## src/rtl/operand_loader_pkg.sv

```systemverilog
// rtl/operand_loader_pkg.sv - shared types and defaults for the operand loader
package operand_loader_pkg;

  typedef enum logic [1:0] {
    WAIT_A = 2'd0,
    WAIT_B = 2'd1,
    VALID  = 2'd2
  } opld_state_t;

  localparam int DEFAULT_DEBOUNCE_CYCLES = 4;

endpackage

```

## src/rtl/operand_loader_btn_debounce.sv

```systemverilog
// rtl/operand_loader_btn_debounce.sv - button synchronizer, debouncer and press pulse
module btn_debounce #(
  parameter int DEBOUNCE_CYCLES = 4
) (
  input  logic clk,
  input  logic rst,
  input  logic btn,
  output logic press
);

  localparam int CW = (DEBOUNCE_CYCLES > 1) ? $clog2(DEBOUNCE_CYCLES) : 1;
  localparam logic [CW-1:0] CNT_MAX = CW'(DEBOUNCE_CYCLES - 1);

  logic          sync1;
  logic          sync2;
  logic          level;
  logic          level_q;
  logic [CW-1:0] cnt;

  always_ff @(posedge clk) begin
    if (rst) begin
      sync1   <= 1'b0;
      sync2   <= 1'b0;
      level   <= 1'b0;
      level_q <= 1'b0;
      cnt     <= '0;
    end else begin
      sync1   <= btn;
      sync2   <= sync1;
      level_q <= level;
      // any sample agreeing with the accepted level restarts the count
      if (sync2 == level) begin
        cnt <= '0;
      end else if (cnt == CNT_MAX) begin
        level <= sync2;
        cnt   <= '0;
      end else begin
        cnt <= cnt + 1'b1;
      end
    end
  end

  assign press = level & ~level_q;

endmodule

```

## src/rtl/operand_loader.sv

```systemverilog
// rtl/operand_loader.sv - captures operands A then B from switches on load presses
// OPERAND_LOADER_NIBBLE_MASK_EN: captures keep only the lower half of sw.
module operand_loader
  import operand_loader_pkg::*;
#(
  parameter int WIDTH           = 8,
  parameter int DEBOUNCE_CYCLES = DEFAULT_DEBOUNCE_CYCLES
) (
  input  logic             clk,
  input  logic             rst,
  input  logic [WIDTH-1:0] sw,
  input  logic             btn_load,
  input  logic             btn_clear,
  input  logic             op_ready,
  output logic [WIDTH-1:0] a,
  output logic [WIDTH-1:0] b,
  output logic             op_valid,
  output logic [1:0]       state_o
);

  opld_state_t      state;
  opld_state_t      state_n;
  logic [WIDTH-1:0] a_n;
  logic [WIDTH-1:0] b_n;
  logic [WIDTH-1:0] cap;
  logic             load_press;
  logic             clear_press;

  btn_debounce #(.DEBOUNCE_CYCLES(DEBOUNCE_CYCLES)) u_load (
    .clk   (clk),
    .rst   (rst),
    .btn   (btn_load),
    .press (load_press)
  );

  btn_debounce #(.DEBOUNCE_CYCLES(DEBOUNCE_CYCLES)) u_clear (
    .clk   (clk),
    .rst   (rst),
    .btn   (btn_clear),
    .press (clear_press)
  );

`ifdef OPERAND_LOADER_NIBBLE_MASK_EN
  assign cap = {{(WIDTH - WIDTH/2){1'b0}}, sw[WIDTH/2-1:0]};
`else
  assign cap = sw;
`endif

  always_ff @(posedge clk) begin
    if (rst) begin
      state    <= WAIT_A;
      a        <= '0;
      b        <= '0;
      op_valid <= 1'b0;
    end else begin
      state    <= state_n;
      a        <= a_n;
      b        <= b_n;
      op_valid <= (state_n == VALID);
    end
  end

  // clear outranks load and op_ready in the same cycle
  always_comb begin
    state_n = state;
    a_n     = a;
    b_n     = b;
    if (clear_press) begin
      state_n = WAIT_A;
      a_n     = '0;
      b_n     = '0;
    end else begin
      case (state)
        WAIT_A: begin
          if (load_press) begin
            a_n     = cap;
            state_n = WAIT_B;
          end
        end
        WAIT_B: begin
          if (load_press) begin
            b_n     = cap;
            state_n = VALID;
          end
        end
        VALID: begin
          if (op_ready) state_n = WAIT_A;
        end
        default: state_n = WAIT_A;
      endcase
    end
  end

  assign state_o = state;

endmodule

```

## config.mk

```make
export PLATFORM = sky130hd
export DESIGN_NAME = operand_loader
export DESIGN_NICKNAME = d
export VERILOG_FILES = /design/src/rtl/operand_loader_pkg.sv /design/src/rtl/operand_loader_btn_debounce.sv /design/src/rtl/operand_loader.sv
export SDC_FILE = /design/constraint.sdc
export NUM_CORES = 1
export LEC_CHECK = 0
export BUFFER_PORTS_ARGS = -buffer_cell sky130_fd_sc_hd__buf_2
export CORE_MARGIN = 2
export CORE_UTILIZATION = 53
export DETAILED_ROUTE_END_ITERATION = 6
export GPL_TIMING_DRIVEN = 0
export PLACE_DENSITY = 0.93
export SLEW_MARGIN = 20
export SYNTH_ARGS = -nofsm -noshare
export SYNTH_HDL_FRONTEND = slang
export SYNTH_SLANG_ARGS = --single-unit
```

## constraint.sdc

```tcl
create_clock -name clk -period 2.3 [get_ports clk]
set_clock_uncertainty 0.2 [all_clocks]
set_input_delay 0 -clock clk [delete_from_list [all_inputs] [get_ports clk]]
set_output_delay 0 -clock clk [all_outputs]
set_load 0.1 [all_outputs]
```

==> out/metrics.cfg, run 1 <==
[worst_hold_path]
hp-class = reg2reg
hp-start = u_clear.cnt[0]
holdPathStages = 1
holdPathEnd = u_clear.cnt[0]

[synthesis]
synthCells = 119
postSynthAreaPerCell_sq_um = 9.23
synth_seq_area_share_pct = 56.5
syn-cell-area_sq_um = 1100
synth_seq_cells = 31
synth_nets = 134
yosysUniqueCellTypes = 20
synth_warnings = 0

[floorplanning]
die_area_sq_um = 2450
io-pin-count = 32
initial_utilization_pct = 56.0
core_sq_um = 1960
fp.dieW_um = 49.5
num_rows = 16
die_y_um = 49.5

[cts]
cts.clk_slew.worst_paths_ps = 90
clockRootBuffer = clkbuf_4
worstSkewPairLatency_ps = 320
cts_tree = done
cts_max_path_buffers = 2
cts-buffers-inserted = 5
cts_sinks = 31
h-tree-depth = 2

[critical_path]
crit_path_start_kind = register
critical_path_arrival_ps = 1570
reg2reg_setup_slack_ps = 720
cp_max_fo = 8
worstRegToRegCells = 4
path_class = reg2reg
timing.rr.end = a[3]
end_kind = register
r2r_start = state_o[0]
cp_data_required_time_ps = 2290

[job]
drv_cap = 0

[place]
io_buffers = 31
placed_cells = 177
dp_hpwl_mm = 1.48
place_congestion = 0.709

[global_route]
grt_usage_pct = 20.6
grt_max_degree = 11
grt-ovfl-total = 0
antenna_found_initial = 0
grt_pass1_wl_mm = 3.71
grt_pass1_vias = 881

[sta]
hold_viol = 0
relSlewSlack_pct = 67.3
fmax_mhz = 634
final_max_slew_viol_count = 0
setup_viol = 0
tightest_slew_ps = 494
grt_setup_unrepaired = false
fin_crit_ps = 1580
setup_tns_ps = 0
min_period_over_period_pct = 68.5

[routing]
vias = 1004
avgViaCountPerCell = 5.05
wl_per_cell_um = 11.5
totalWireLength_mm = 2.29
drt_iter0_markers = 17
firstDrtPassIters = 4
drc = 0
ant_nets = 0

[final_layout]
areaGrowthSynthToFinish_pct = 34.5
drive_above_1_share_pct = 24.4
final_nets = 186
stdcell_count = 199
n_antenna_cell = 0

[power]
swShare_pct = 21.3
power_frac_seq_pct = 62.1
ir_drop_mv = 0.429
netSwitchingPower_uw = 186
p_clk_share_pct = 32.6
power_frac_comb_pct = 5.3
p_leak_nw = 0.628
intPower_uw = 688
cellPowerDensity_nw_per_um2 = 591

[run_status]
status = finished clean

layout by cell type, fill, tap and decap left out, drive strengths merged:
master | synthesis | final
or3 | 2 | 2
dfxtp | 31 | 31
buf | 5 | 36
or4b | 1 | 1
ha | 2 | 2
a21o | 1 | 1
xnor2 | 3 | 3
mux2i | 2 | 2
nand2 | 32 | 32
nand4bb | 1 | 1
nor2 | 6 | 6
clkbuf | 1 | 8
dlygate4sd3 | 0 | 14
a21oi | 18 | 18
or3b | 1 | 1
clkinv | 0 | 1
nor3 | 1 | 1
inv | 3 | 3
nor2b | 7 | 7
nor4b | 1 | 1
and4bb | 1 | 1
timing repair:
item / CTS / global route
resized for setup: 0 / 0
hold endpoints to repair: 27 / 0
buffers inserted: 0 / 0
hold buffers: 14 / 0
power by group through the flow:
stage | clock network (mW) | registers, mW | logic, mW
global placement | 0 | 0.555 | 0.0260
CTS | 0.298 | 0.543 | 0.0454
detailed placement | 0 | 0.555 | 0.0273
global route | 0.329 | 0.543 | 0.0502
floorplan | 0 | 0.555 | 0.0125
finish | 0.285 | 0.542 | 0.0461
kinds of logic after synthesis:
kind of cell | count (synthesis) | share of synthesized area (%)
multiplexers | 2 | 1.82
XOR/XNOR | 3 | 2.39
flip-flops | 31 | 56.5
AO/OA/AOI/OAI | 19 | 8.88
buffers and inverters | 9 | 3.53
AND/OR/NAND/NOR | 53 | 24.6
adder cells (fa/ha/maj) | 2 | 2.28
routing by layer:
| metal | global-route usage, % | up-vias | wire length [um] | share of wire [%] |
|---|---|---|---|---|
| met4 | 11.1 | 0 | 57 | 2.5 |
| met2 | 36.9 | 38 | 1200 | 52 |
| met5 | 0 | - | 0 | 0 |
| met3 | 7.58 | 5 | 139 | 6.1 |
| met1 | 20.2 | 468 | 890 | 39 |
| li1 | - | 493 | - | - |
cell type report:
class / count / area (sq um)
inverters: 3 / 11.3
clock buffers: 7 / 45.0
clock inverters: 1 / 5.00
repair buffers: 45 / 295
fillers: 160 / 484
flip-flops and latches: 31 / 621
well taps: 27 / 33.8
plain buffers: 6 / 27.5
multi-input cells: 79 / 439
worst max-delay path: stages (launching register included):
cell     delay, ps
dfxtp_1        390
or4b_1         530
buf_2          190
nand2_1         80
a21oi_1         70
registers in the layout, summed over array words and instances, names as in the netlist, 2 cells and up:
signal,count
a,8
state_o,2
u_load.cnt,2
u_clear.cnt,2
b,8
metrics by stage:
| stage | power [mW] | hold WS, ps | setup slack [ps] | cell area (sq um) | util (%) |
|---|---|---|---|---|---|
| 3_5_place_dp | 0.582 | 17.2 | 742 | 1290 | 65.6 |
| 6_report | 0.874 | 219 | 723 | 1480 | 75.3 |
| 3_3_place_gp | 0.581 | 14.3 | 778 | 1290 | 65.6 |
| 2_1_floorplan | 0.567 | -71.8 | 356 | 1100 | - |
| 4_1_cts | 0.886 | 225 | 727 | 1480 | 75.3 |
| 5_1_grt | 0.922 | 244 | 639 | 1480 | 75.3 |
how the worst max path moves through the flow:
stage                  from    to  cells after the start  slack, ps
6_report         state_o[0]  a[3]                      4        720
5_1_grt        u_load.level  a[3]                      4        640
4_1_cts        u_load.level  a[3]                      4        730
3_5_place_dp     state_o[0]  a[3]                      4        740
3_3_place_gp     state_o[0]  a[3]                      4        780
2_1_floorplan    state_o[0]  a[0]                      4        360
cell usage after synthesis:
cell	instances	area, sq um
nor3_1	1	5.00
buf_1	1	3.75
clkbuf_1	1	3.75
nand4bb_1	1	11.3
nor2_1	6	22.5
or3b_1	1	8.76
mux2i_1	2	20.0
a21oi_1	18	90.1
and4bb_1	1	12.5
buf_2	4	20.0
xnor2_1	3	26.3
a21o_1	1	7.51
nand2_1	32	120
inv_1	3	11.3
or3_1	2	12.5
ha_1	2	25.0
nor4b_4	1	23.8
nor2b_1	7	43.8
dfxtp_1	31	621
or4b_1	1	10.0
(Power assumes the default switching activity.)
==> inputs of run 2 (changes only) <==
--- a/config.mk
+++ b/config.mk
@@ -7,10 +7,10 @@
 export LEC_CHECK = 0
 export BUFFER_PORTS_ARGS = -buffer_cell sky130_fd_sc_hd__buf_2
 export CORE_MARGIN = 2
-export CORE_UTILIZATION = 53
+export CORE_UTILIZATION = 49
 export DETAILED_ROUTE_END_ITERATION = 6
 export GPL_TIMING_DRIVEN = 0
-export PLACE_DENSITY = 0.93
+export PLACE_DENSITY = 0.88
 export SLEW_MARGIN = 20
 export SYNTH_ARGS = -nofsm -noshare
 export SYNTH_HDL_FRONTEND = slang
==> constraint.sdc (replaced) <==
create_clock -name clk -period 1.52 [get_ports clk]
set_clock_uncertainty 0.2 [all_clocks]
set_input_delay 0 -clock clk [delete_from_list [all_inputs] [get_ports clk]]
set_output_delay 0 -clock clk [all_outputs]
set_load 0.1 [all_outputs]
==> run 2 against run 1 <==
Compared with the run above:
- register-to-register slack got worse by 670 ps
- final area is 3.1% higher
- sequential share of layout area is 0.62 points lower
- first-iteration DRC count fell by 88%
- routed wire length is essentially flat
- sequential power grew 51%
- worst hold slack lost 0.59 ps
- non-clock buffer count up 3
- combinational power grew 65%
- maximum frequency rose by 7.3%
- critical endpoint is now a[5]
==> out/metrics.cfg, run 2 (synthesis results as in run 1) <==
[cts]
clockRootBuffer = clkbuf_4  ; unchanged
worstSkewPairLatency_ps = 320  ; about the same
h-tree-depth = 2  ; unchanged
cts_tree = done  ; unchanged
cts-buffers-inserted = 5  ; unchanged
cts.clk_slew.worst_paths_ps = 80  ; was 90 ps
cts_sinks = 31  ; unchanged
cts_max_path_buffers = 2  ; unchanged

[global_route]
grt_usage_pct = 20.7  ; was 20.6%
grt_pass1_wl_mm = 3.82  ; was 3.71 mm
grt_max_degree = 11  ; unchanged
grt_pass1_vias = 956  ; was 881
antenna_found_initial = 0  ; unchanged
grt-ovfl-total = 0  ; unchanged

[final_layout]
mostFrequentLayoutCells = 34 x buf_2, 32 x nand2_1, 27 x dfxtp_1  ; was 35 x buf_2, 32 x nand2_1, 31 x dfxtp_1
fillers = 194  ; was 160
final_nets = 189  ; was 186
final_util_pct = 70.2  ; was 75.3%
drive_above_1_share_pct = 27.4  ; was 24.4%
n_antenna_cell = 0  ; unchanged
areaGrowthSynthToFinish_pct = 38.7  ; was 34.5%
top_regs = a (8), b (8)  ; unchanged
final_common_cell = buf_2  ; unchanged
stdcell_area_sq_um = 1520  ; was 1480 sq um

[floorplanning]
die_area_sq_um = 2640  ; was 2450 sq um
io-pin-count = 32  ; unchanged
num_rows = 17  ; was 16
core_sq_um = 2170  ; was 1960 sq um
fp.dieW_um = 51.4  ; was 49.5 um
initial_utilization_pct = 50.6  ; was 56.0%
die_y_um = 51.4  ; was 49.5 um

[power]
p_leak_nw = 0.651  ; was 0.628 nW
power_frac_seq_pct = 61.4  ; was 62.1%
p_total_mw = 1.33  ; was 874 uW
power_frac_comb_pct = 5.7  ; was 5.3%
intPower_mw = 1.04  ; was 688 uW
netSwitchingPower_uw = 291  ; was 186 uW
p_clk_share_pct = 32.9  ; was 32.6%
swShare_pct = 21.8  ; was 21.3%
ir_drop_mv = 0.726  ; was 0.429 mV
cellPowerDensity_nw_per_um2 = 874  ; was 591 nW/um^2

[critical_path]
crit_path_start_kind = register  ; unchanged
cp_max_fo = 8  ; unchanged
cp_data_required_time_ps = 1540  ; was 2290 ps
critPathMaxStageDelay_ps = 540  ; was 530 ps
path_depth = 4  ; unchanged
path_buf_inv = 1  ; unchanged
critPathTopFamily = simple AND/OR/NAND/NOR gates  ; unchanged
cp_slowest_cell = or4b_1  ; unchanged
worstRegToRegCells = 4  ; unchanged
path_class = reg2reg  ; unchanged
end_kind = register  ; unchanged
critical_path_arrival_ps = 1490  ; was 1570 ps
path_cells = or4b_1 > buf_6 > nand2_1 > a21oi_1  ; was or4b_1 > buf_2 > nand2_1 > a21oi_1

[sta]
fin_crit_ps = 1470  ; was 1580 ps
relSlewSlack_pct = 67.2  ; was 67.3%
setup_tns_ps = 0  ; unchanged
setup_viol = 0  ; unchanged
tightest_slew_ps = 495  ; was 494 ps
grt_setup_unrepaired = false  ; unchanged
fmax_mhz = 680  ; was 634 MHz
min_period_over_period_pct = 96.7  ; was 68.5%
hold_viol = 0  ; unchanged
final_max_slew_viol_count = 0  ; unchanged

[routing]
firstDrtPassIters = 2  ; was 4
vias = 975  ; was 1004
avgViaCountPerCell = 4.80  ; was 5.05
wl_per_cell_um = 11.3  ; was 11.5 um
totalWireLength_mm = 2.29  ; about the same
ant_nets = 0  ; unchanged
drt_iter0_markers = 2  ; was 17
drc = 0  ; unchanged

[job]
drv_cap = 0  ; unchanged

[place]
io_buffers = 31  ; unchanged
place_congestion = 0.696  ; was 0.709
postPlaceCellArea_sq_um = 1300  ; was 1290 sq um
dp_hpwl_mm = 1.52  ; was 1.48 mm

[run_status]
status = finished clean  ; unchanged

[worst_hold_path]
hp-class = reg2reg  ; unchanged
holdPathStages = 1  ; unchanged

[run 2: power groups by stage]
| stage | combinational [mW] | sequential, mW | clock (mW) |
|---|---|---|---|
| 3_3_place_gp | 0.0408 | 0.836 | 0 |
| 4_1_cts | 0.0736 | 0.818 | 0.456 |
| 2_1_floorplan | 0.0190 | 0.836 | 0 |
| 5_1_grt | 0.0832 | 0.819 | 0.480 |
| 6_report | 0.0759 | 0.817 | 0.438 |
| 3_5_place_dp | 0.0424 | 0.837 | 0 |
[run 2: worst paths after layout]
check	end	slack [ps]	from
min reg2reg	u_load.cnt[0]	220	u_load.cnt[0]
max reg2reg	a[5]	50	u_load.level_q
min	u_load.cnt[0]	220	u_load.cnt[0]
max	a[5]	50	u_load.level_q
[run 2: cell type report]
type | instances | area (sq um) | share of cell area (%)
Inverter | 3 | 11.3 | 0.739
Buffer | 6 | 35.0 | 2.30
Multi-Input combinational cell | 79 | 439 | 28.8
Clock inverter | 1 | 5.00 | 0.328
Clock buffer | 7 | 45.0 | 2.96
Timing Repair Buffer | 48 | 323 | 21.2
Tap cell | 28 | 35.0 | 2.30
Sequential cell | 31 | 631 | 41.4
[run 2: what timing repair did]
item	4_1_cts	5_1_grt
setup endpoints to repair	6	12
hold buffers	16	0
setup buffers	0	1
hold endpoints to repair	27	0
resized for setup	1	2
[run 2: metrics by stage]
stage	instances	setup slack [ps]	hold slack, ps
2_1_floorplan	119	-59.6	-71.8
3_3_place_gp	178	33.2	13.3
3_5_place_dp	178	-3.57	21.4
4_1_cts	202	10.5	225
5_1_grt	203	3.03	252
6_report	203	50.4	219
[run 2: routing by layer]
metal	up-vias	share of wire (%)	global-route usage, %
met1	444	37	19.6
met2	30	54	37.4
li1	494	-	-
met4	0	2.8	14.5
met5	-	0	0
met3	7	6.0	6.43
